**config.mk**
```make
export PLATFORM = sky130hd
export DESIGN_NAME = grf_flat
export DESIGN_NICKNAME = d
export VERILOG_FILES = /design/src/rtl/grf_pkg.sv /design/src/rtl/grf_if.sv /design/src/rtl/grf_read_port.sv /design/src/rtl/grf.sv /design/src/flat_wrapper.sv
export SDC_FILE = /design/constraint.sdc
export NUM_CORES = 2
export LEC_CHECK = 0
export ABC_AREA = 1
export CAP_MARGIN = 0
export CORE_MARGIN = 2
export CORE_UTILIZATION = 40
export CTS_CLUSTER_DIAMETER = 150
export DETAILED_ROUTE_END_ITERATION = 10
export GPL_TIMING_DRIVEN = 0
export SYNTH_ARGS = -nofsm -noshare
export SYNTH_HDL_FRONTEND = slang
export SYNTH_SLANG_ARGS = --single-unit
```
**constraint.sdc**
```tcl
create_clock -name clk -period 7.2 [get_ports clk]
set_input_delay 1.44 -clock clk [delete_from_list [all_inputs] [get_ports clk]]
set_output_delay 1.44 -clock clk [all_outputs]
set_load 0.05 [all_outputs]
```
**src/rtl/grf_pkg.sv**
```systemverilog
// Shared definitions for the general register file: address geometry,
// architectural register names, default data width and trace tag layout.
package grf_pkg;

  localparam int NUM_REGS   = 32;
  localparam int REG_ADDR_W = 5;
  localparam int REG_ZERO   = 0;
  localparam int REG_RA     = 31;  // jal link register, highest stored index
  localparam int DATA_W_DEF = 32;

  typedef logic [REG_ADDR_W-1:0] reg_addr_t;

  // Address/PC half of a committed-write trace record.
  typedef struct packed {
    logic [31:0] pc;
    reg_addr_t   addr;
  } trace_tag_t;

  // Register 0 is hardwired; every consumer tests for it the same way.
  function automatic logic addr_is_zero(input reg_addr_t a);
    return a == reg_addr_t'(REG_ZERO);
  endfunction

endpackage

```
**src/rtl/grf_if.sv**
```systemverilog
// Register-file bus: controller-side write/read requests plus the read data,
// commit trace and write counter returned by the register file.
interface grf_if
  import grf_pkg::*;
#(
  parameter int WIDTH = DATA_W_DEF
) ();

  logic             we;
  reg_addr_t        ra1;
  reg_addr_t        ra2;
  reg_addr_t        wa;
  logic [WIDTH-1:0] wd;
  logic [31:0]      pc;
  logic [WIDTH-1:0] rd1;
  logic [WIDTH-1:0] rd2;
  logic             trace_valid;
  logic [31:0]      trace_pc;
  reg_addr_t        trace_addr;
  logic [WIDTH-1:0] trace_data;
  logic [31:0]      wr_count;

  // Controller side: issues addresses and write requests.
  modport master (
    output we, ra1, ra2, wa, wd, pc,
    input  rd1, rd2, trace_valid, trace_pc, trace_addr, trace_data, wr_count
  );

  // Register-file side.
  modport slave (
    input  we, ra1, ra2, wa, wd, pc,
    output rd1, rd2, trace_valid, trace_pc, trace_addr, trace_data, wr_count
  );

endinterface

```
**src/rtl/grf_read_port.sv**
```systemverilog
// One combinational read port: selects the stored register, forces register 0
// to zero and optionally forwards the write data of the current cycle.
module grf_read_port
  import grf_pkg::*;
#(
  parameter int WIDTH  = DATA_W_DEF,
  parameter bit BYPASS = 1'b1
) (
  input  reg_addr_t                      ra,
  input  logic                           fwd_en,
  input  reg_addr_t                      wa,
  input  logic [WIDTH-1:0]               wd,
  input  logic [NUM_REGS-1:1][WIDTH-1:0] regs,
  output logic [WIDTH-1:0]               rd
);

  logic [WIDTH-1:0] stored;
  logic             hit;

  // Stored-value mux; index 0 has no storage so it falls through to zero.
  always_comb begin
    stored = '0;
    for (int i = 1; i < NUM_REGS; i++) begin
      if (ra == reg_addr_t'(i)) stored = regs[i];
    end
  end

  // fwd_en already excludes reset cycles, so forwarding never shows wd
  // while the write is being discarded.
  assign hit = BYPASS && fwd_en && (wa == ra) && !addr_is_zero(ra);

  // Final select: zero register dominates, then forwarding, then storage.
  always_comb begin
    if (addr_is_zero(ra)) begin
      rd = '0;
    end else if (hit) begin
      rd = wd;
    end else begin
      rd = stored;
    end
  end

endmodule

```
**src/rtl/grf.sv**
```systemverilog
// General register file: 31 stored registers (r0 hardwired to zero), two
// zero-latency read ports, a one-cycle commit trace and a write counter.
module grf
  import grf_pkg::*;
#(
  parameter int WIDTH  = DATA_W_DEF,
  parameter bit BYPASS = 1'b1
) (
  input logic  clk,
  input logic  reset,
  grf_if.slave bus
);

  logic [NUM_REGS-1:1][WIDTH-1:0] regs_q;
  logic                           commit;
  logic                           fwd_en;

  logic                           vld_p1;
  trace_tag_t                     tag_p1;
  logic [WIDTH-1:0]               tr_data_p1;
  logic [31:0]                    cnt_q;

  // A write only changes state when it targets r1..r31; r0 writes are
  // still traced but never stored or counted.
  assign commit = bus.we && !addr_is_zero(bus.wa);
  assign fwd_en = bus.we && reset;

  // Register storage; reset wipes every register and drops the pending write.
  always_ff @(posedge clk) begin
    if (!reset) begin
      regs_q <= '0;
    end else begin
      for (int i = 1; i <= REG_RA; i++) begin
        if (commit && (bus.wa == reg_addr_t'(i))) regs_q[i] <= bus.wd;
      end
    end
  end

  // ---- stage p1: trace of the write accepted on the previous edge ----
  // Fields hold their last value while no write is traced.
  always_ff @(posedge clk) begin
    if (!reset) begin
      vld_p1     <= 1'b0;
      tag_p1     <= '0;
      tr_data_p1 <= '0;
    end else begin
      vld_p1 <= bus.we;
      if (bus.we) begin
        tag_p1     <= '{pc: bus.pc, addr: bus.wa};
        tr_data_p1 <= addr_is_zero(bus.wa) ? '0 : bus.wd;
      end
    end
  end

  // Committed-write counter; wraps naturally at 2^32.
  always_ff @(posedge clk) begin
    if (!reset) begin
      cnt_q <= '0;
    end else if (commit) begin
      cnt_q <= cnt_q + 32'd1;
    end
  end

  grf_read_port #(
    .WIDTH  (WIDTH),
    .BYPASS (BYPASS)
  ) u_rp1 (
    .ra     (bus.ra1),
    .fwd_en (fwd_en),
    .wa     (bus.wa),
    .wd     (bus.wd),
    .regs   (regs_q),
    .rd     (bus.rd1)
  );

  grf_read_port #(
    .WIDTH  (WIDTH),
    .BYPASS (BYPASS)
  ) u_rp2 (
    .ra     (bus.ra2),
    .fwd_en (fwd_en),
    .wa     (bus.wa),
    .wd     (bus.wd),
    .regs   (regs_q),
    .rd     (bus.rd2)
  );

  assign bus.trace_valid = vld_p1;
  assign bus.trace_pc    = tag_p1.pc;
  assign bus.trace_addr  = tag_p1.addr;
  assign bus.trace_data  = tr_data_p1;
  assign bus.wr_count    = cnt_q;

endmodule

```
**src/flat_wrapper.sv**
```systemverilog
// flat-port wrapper written by rule: the top's interface ports become plain ports
module grf_flat import grf_pkg::*;
#(
  parameter int WIDTH  = DATA_W_DEF,
  parameter bit BYPASS = 1'b1
)
  (clk, reset, bus_we, bus_ra1, bus_ra2, bus_wa, bus_wd, bus_pc, bus_rd1, bus_rd2, bus_trace_valid, bus_trace_pc, bus_trace_addr, bus_trace_data, bus_wr_count);
  grf_if #(.WIDTH(WIDTH)) bus_i ();
  input logic clk;
  input logic reset;
  input wire logic [$bits(bus_i.we)-1:0] bus_we;
  input wire logic [$bits(bus_i.ra1)-1:0] bus_ra1;
  input wire logic [$bits(bus_i.ra2)-1:0] bus_ra2;
  input wire logic [$bits(bus_i.wa)-1:0] bus_wa;
  input wire logic [$bits(bus_i.wd)-1:0] bus_wd;
  input wire logic [$bits(bus_i.pc)-1:0] bus_pc;
  output wire logic [$bits(bus_i.rd1)-1:0] bus_rd1;
  output wire logic [$bits(bus_i.rd2)-1:0] bus_rd2;
  output wire logic [$bits(bus_i.trace_valid)-1:0] bus_trace_valid;
  output wire logic [$bits(bus_i.trace_pc)-1:0] bus_trace_pc;
  output wire logic [$bits(bus_i.trace_addr)-1:0] bus_trace_addr;
  output wire logic [$bits(bus_i.trace_data)-1:0] bus_trace_data;
  output wire logic [$bits(bus_i.wr_count)-1:0] bus_wr_count;
  assign bus_i.we = bus_we;
  assign bus_i.ra1 = bus_ra1;
  assign bus_i.ra2 = bus_ra2;
  assign bus_i.wa = bus_wa;
  assign bus_i.wd = bus_wd;
  assign bus_i.pc = bus_pc;
  assign bus_rd1 = bus_i.rd1;
  assign bus_rd2 = bus_i.rd2;
  assign bus_trace_valid = bus_i.trace_valid;
  assign bus_trace_pc = bus_i.trace_pc;
  assign bus_trace_addr = bus_i.trace_addr;
  assign bus_trace_data = bus_i.trace_data;
  assign bus_wr_count = bus_i.wr_count;
  grf #(.WIDTH(WIDTH), .BYPASS(BYPASS)) u_core (.clk(clk), .reset(reset), .bus(bus_i));
endmodule
```
==> impl_metrics.toml <==
[status]
outcome = "finished with violations"
violations = "capacitance limit, slew limit, setup timing"

[sta]
min_period_ns = 7.635
skew_ns = 0.007521
finalHoldViolations = 0
slew_viol_final = 212
maxSlewHeadroom_pct = -16.99
finalSetupViolations = 41
period_share_pct = 106.0
fmax_mhz = 131.0
final.setup.tns_ns = -4.415
tightest_slew_ns = 1.755
fin_ws_ns = -0.4350
rsz0062_at_grt = "yes"

[synthesis]
synth.avg_cell_area_um2 = 6.442
synthArstFlopShare_pct = 0
ys_seq_area_share_pct = 40.57
synth_edf_count = 0
yosysTopAreaCell = "dfxtp_1"
netlist_area_um2 = 53990
ys_warn_count = 0
synth.distinct_cells = 39
yosys-top-cells-area = "dfxtp_1, nand2_1, a21oi_1, o21ai_0, inv_1"
synth.net_count = 8463
synth_top_area_share_pct = 40.57
ys.flop_type = "dfxtp_1"
synthCells = 8380
synth_seq_cells = 1094

[cells_and_area]
nets = 8872
area_growth_pct = 19.56
drive_above_1_share_pct = 7.769
instances_no_fill = 10680
final_cell_area_um2 = 64550
n_fill_cell = 13990

[grt]
antenna_found_initial = 35
grt_usage_pct = 45.66
grt_pass1_wl_mm = 442.5
grt_pass1_vias = 57010
grt_max_degree = 17
gr-total-overflow = 0

[worst_setup_path]
critPathCaptureType = "output pin"
path_common_cell = "nand4_1"
crit_type = "in -> out"
path_cells = "clkbuf_8 > inv_1 > buf_6 > buf_4 > nand4_1 > nand3_2 > nand2_2 > nand4_1 > nand2_2 > nand4_1 > nor2_2 > nand4_1 > nor2_2 > nand4_1 > nor2_2 > nand4_1 > nor2_1 > nand4_1 > nor2_2 > nand4_1 > nor2_2 > nor2_1 > buf_4"
worstPathMaxFanout = 10
critPathSlowestCell = "nand4_1"
r2r_cells = 22
worstPathRequired_ns = 5.76
worst_ep_arrival_time_ns = 6.19
start_kind = "input pin"
rrSetupSlack_ns = 4.24
cpPeakStageDelay_ns = 0.35

[pwr]
p_sw_mw = 4.375
clkPwrFrac_pct = 47.2
irDropWorstVdd_mv = 0.1836
share_seq_of_total_power_pct = 41.0
powerDensity_nw_per_um2 = 235.2
combPwrFrac_pct = 11.8
p_leak_nw = 23.42
p_int_mw = 10.81
switching_share_pct = 28.82

[placed_design]
place.gp.congestion = 1.082
port_buffers = 234
place_inst = 10380
dpl-instance-area_um2 = 58620
hpwlAfterDp_mm = 242.9

[cts]
numCtsBuffers = 131
cts_tree = "done"
cts_max_level = 4
clk_pin_slew_worst_paths_ns = 0.06
clk_latency_ns = 0.78
ctsLongestPathBuffers = 3
clock_sinks = 1094
cts_root_buffer = "clkbuf_16"
postCtsHoldBufs = 0

[floorplan]
core_area_um2 = 133800
die_h_um = 371.4
die_w_um = 371.4
rows = 134
die_area_um2 = 137900
io_pins = 248
initial_utilization_pct = 40.35

[drt]
ant_nets = 0
vias = 64470
avgRoutedWirePerCell_um = 30.58
wl_mm = 326.5
drt_iter0_drc = 10770
route.detailed.drc = 0
first_pass_iters = 7
routed_via_density = 6.039

[job]
maxCapViolations = 20

[min_path]
whs_path_depth = 2
hold_class = "reg -> reg"
[through the flow]
stage,hold slack (ns),setup WS (ns),utilization [%],power (mW)
finish,0.4635,-0.4350,48.25,15.18
CTS,0.4595,-0.03056,47.80,15.03
floorplan,0.4368,1.554,-,7.124
detailed placement,0.4497,-2.298,43.81,8.005
global placement,0.4460,-2.351,43.76,7.999
global route,0.4780,-0.2588,48.21,15.39
[synthesized netlist by cell type (2+ instances only)]
library cell	count
a21oi_1	1238
clkbuf_2	2
buf_2	19
or2_2	38
nor4_1	6
clkbuf_1	615
nand2_2	2
xnor2_1	4
nand2_4	3
a211oi_1	32
dfxtp_1	1094
nor3_2	2
o21a_1	6
nand2_1	2016
nand3_2	7
nor3_1	16
o21bai_1	3
nand3_1	293
inv_2	2
nor2_1	678
clkinv_1	15
nor2_4	5
nor3b_1	2
and3_1	3
nand3b_1	8
nand4_1	391
inv_1	819
nor2_2	6
o21ai_0	1033
buf_1	13
[cell families (layout without fill, tap and decap cells)]
family          Yosys count  after routing  share of synthesized area (%)
compound gates         2318           2318                          21.71
xor+xnor                  5              5                        0.08111
fa+ha+maj                 1              1                        0.02317
buf+inv                1485           1987                          10.37
flops                  1094           1094                          40.57
other cells               0             25                              0
simple gates           3477           3477                          27.25
[metal layers]
layer / vias up / track usage (%) / share of wire, %
li1: 28290 / - / -
met1: 30130 / 57.85 / 37
met2: 4923 / 64.00 / 40
met3: 1112 / 13.55 / 13
met4: 16 / 36.69 / 9.5
met5: - / 0 / 0.034
[state kept, by name (all words and copies together) (netlist names)]
name,cells
u_core.regs_q,992
u_core.bus.trace_data,32
u_core.bus.trace_pc,32
u_core.bus.wr_count,32
u_core.bus.trace_addr,5
u_core.bus.trace_valid,1
[critical path: cells and delay by family]
family,cells,cell delay [ns]
buffers and inverters,5,0.82
and+or+nand+nor,18,3.90
[cells in the final DEF, fill, tap and decap left out, types with 40 or more instances in the layout]
| cell | n |
|---|---|
| dfxtp_1 | 1094 |
| clkbuf_2 | 82 |
| a21oi_1 | 1235 |
| nor2_2 | 101 |
| clkbuf_16 | 136 |
| nor2_1 | 548 |
| nand3_1 | 277 |
| nor2_4 | 40 |
| nand4_1 | 391 |
| clkbuf_1 | 541 |
| clkdlybuf4s50_1 | 171 |
| nand2_2 | 45 |
| buf_4 | 57 |
| o21ai_0 | 1031 |
| nand2_1 | 1969 |
| inv_1 | 810 |
[power by group through the flow]
stage                     Combinational (mW)  Clock (mW)  Sequential [mW]
final                                   1.79        7.17             6.22
after floorplan                        0.702           0             6.42
after global routing                    1.79        7.37             6.22
after global placement                  1.66           0             6.34
after detailed placement                1.66           0             6.34
after CTS                               1.68        7.14             6.21
[final timing paths]
path                          startpoint                 endpoint
setup reg to reg  u_core.bus.wr_count[0]  u_core.bus.wr_count[30]
setup / recovery              bus_ra2[4]              bus_rd2[18]
hold reg to reg       u_core.regs_q[757]       u_core.regs_q[757]
hold / removal        u_core.regs_q[757]       u_core.regs_q[757]
[timing repair]
action	4_1_cts	5_1_grt
setup endpoints to repair	64	54
resized for setup	443	197
pin swaps	80	130
cloned	2	0
setup buffers	18	20
[area by class of cell]
type                    instances  area [µm²]  share of cell area [%]
multi-input cells            5801       27310                   42.30
well taps                    1768        2212                   3.427
plain buffers                 648        2809                   4.352
flip-flops and latches       1094       21900                   33.93
repair buffers                277        2628                   4.070
diodes                         25       62.56                 0.09692
inverters                     836        3159                   4.894
clock inverters                40       653.1                   1.012
clock buffers                 186        3820                   5.918
(Power assumes the default switching activity.)
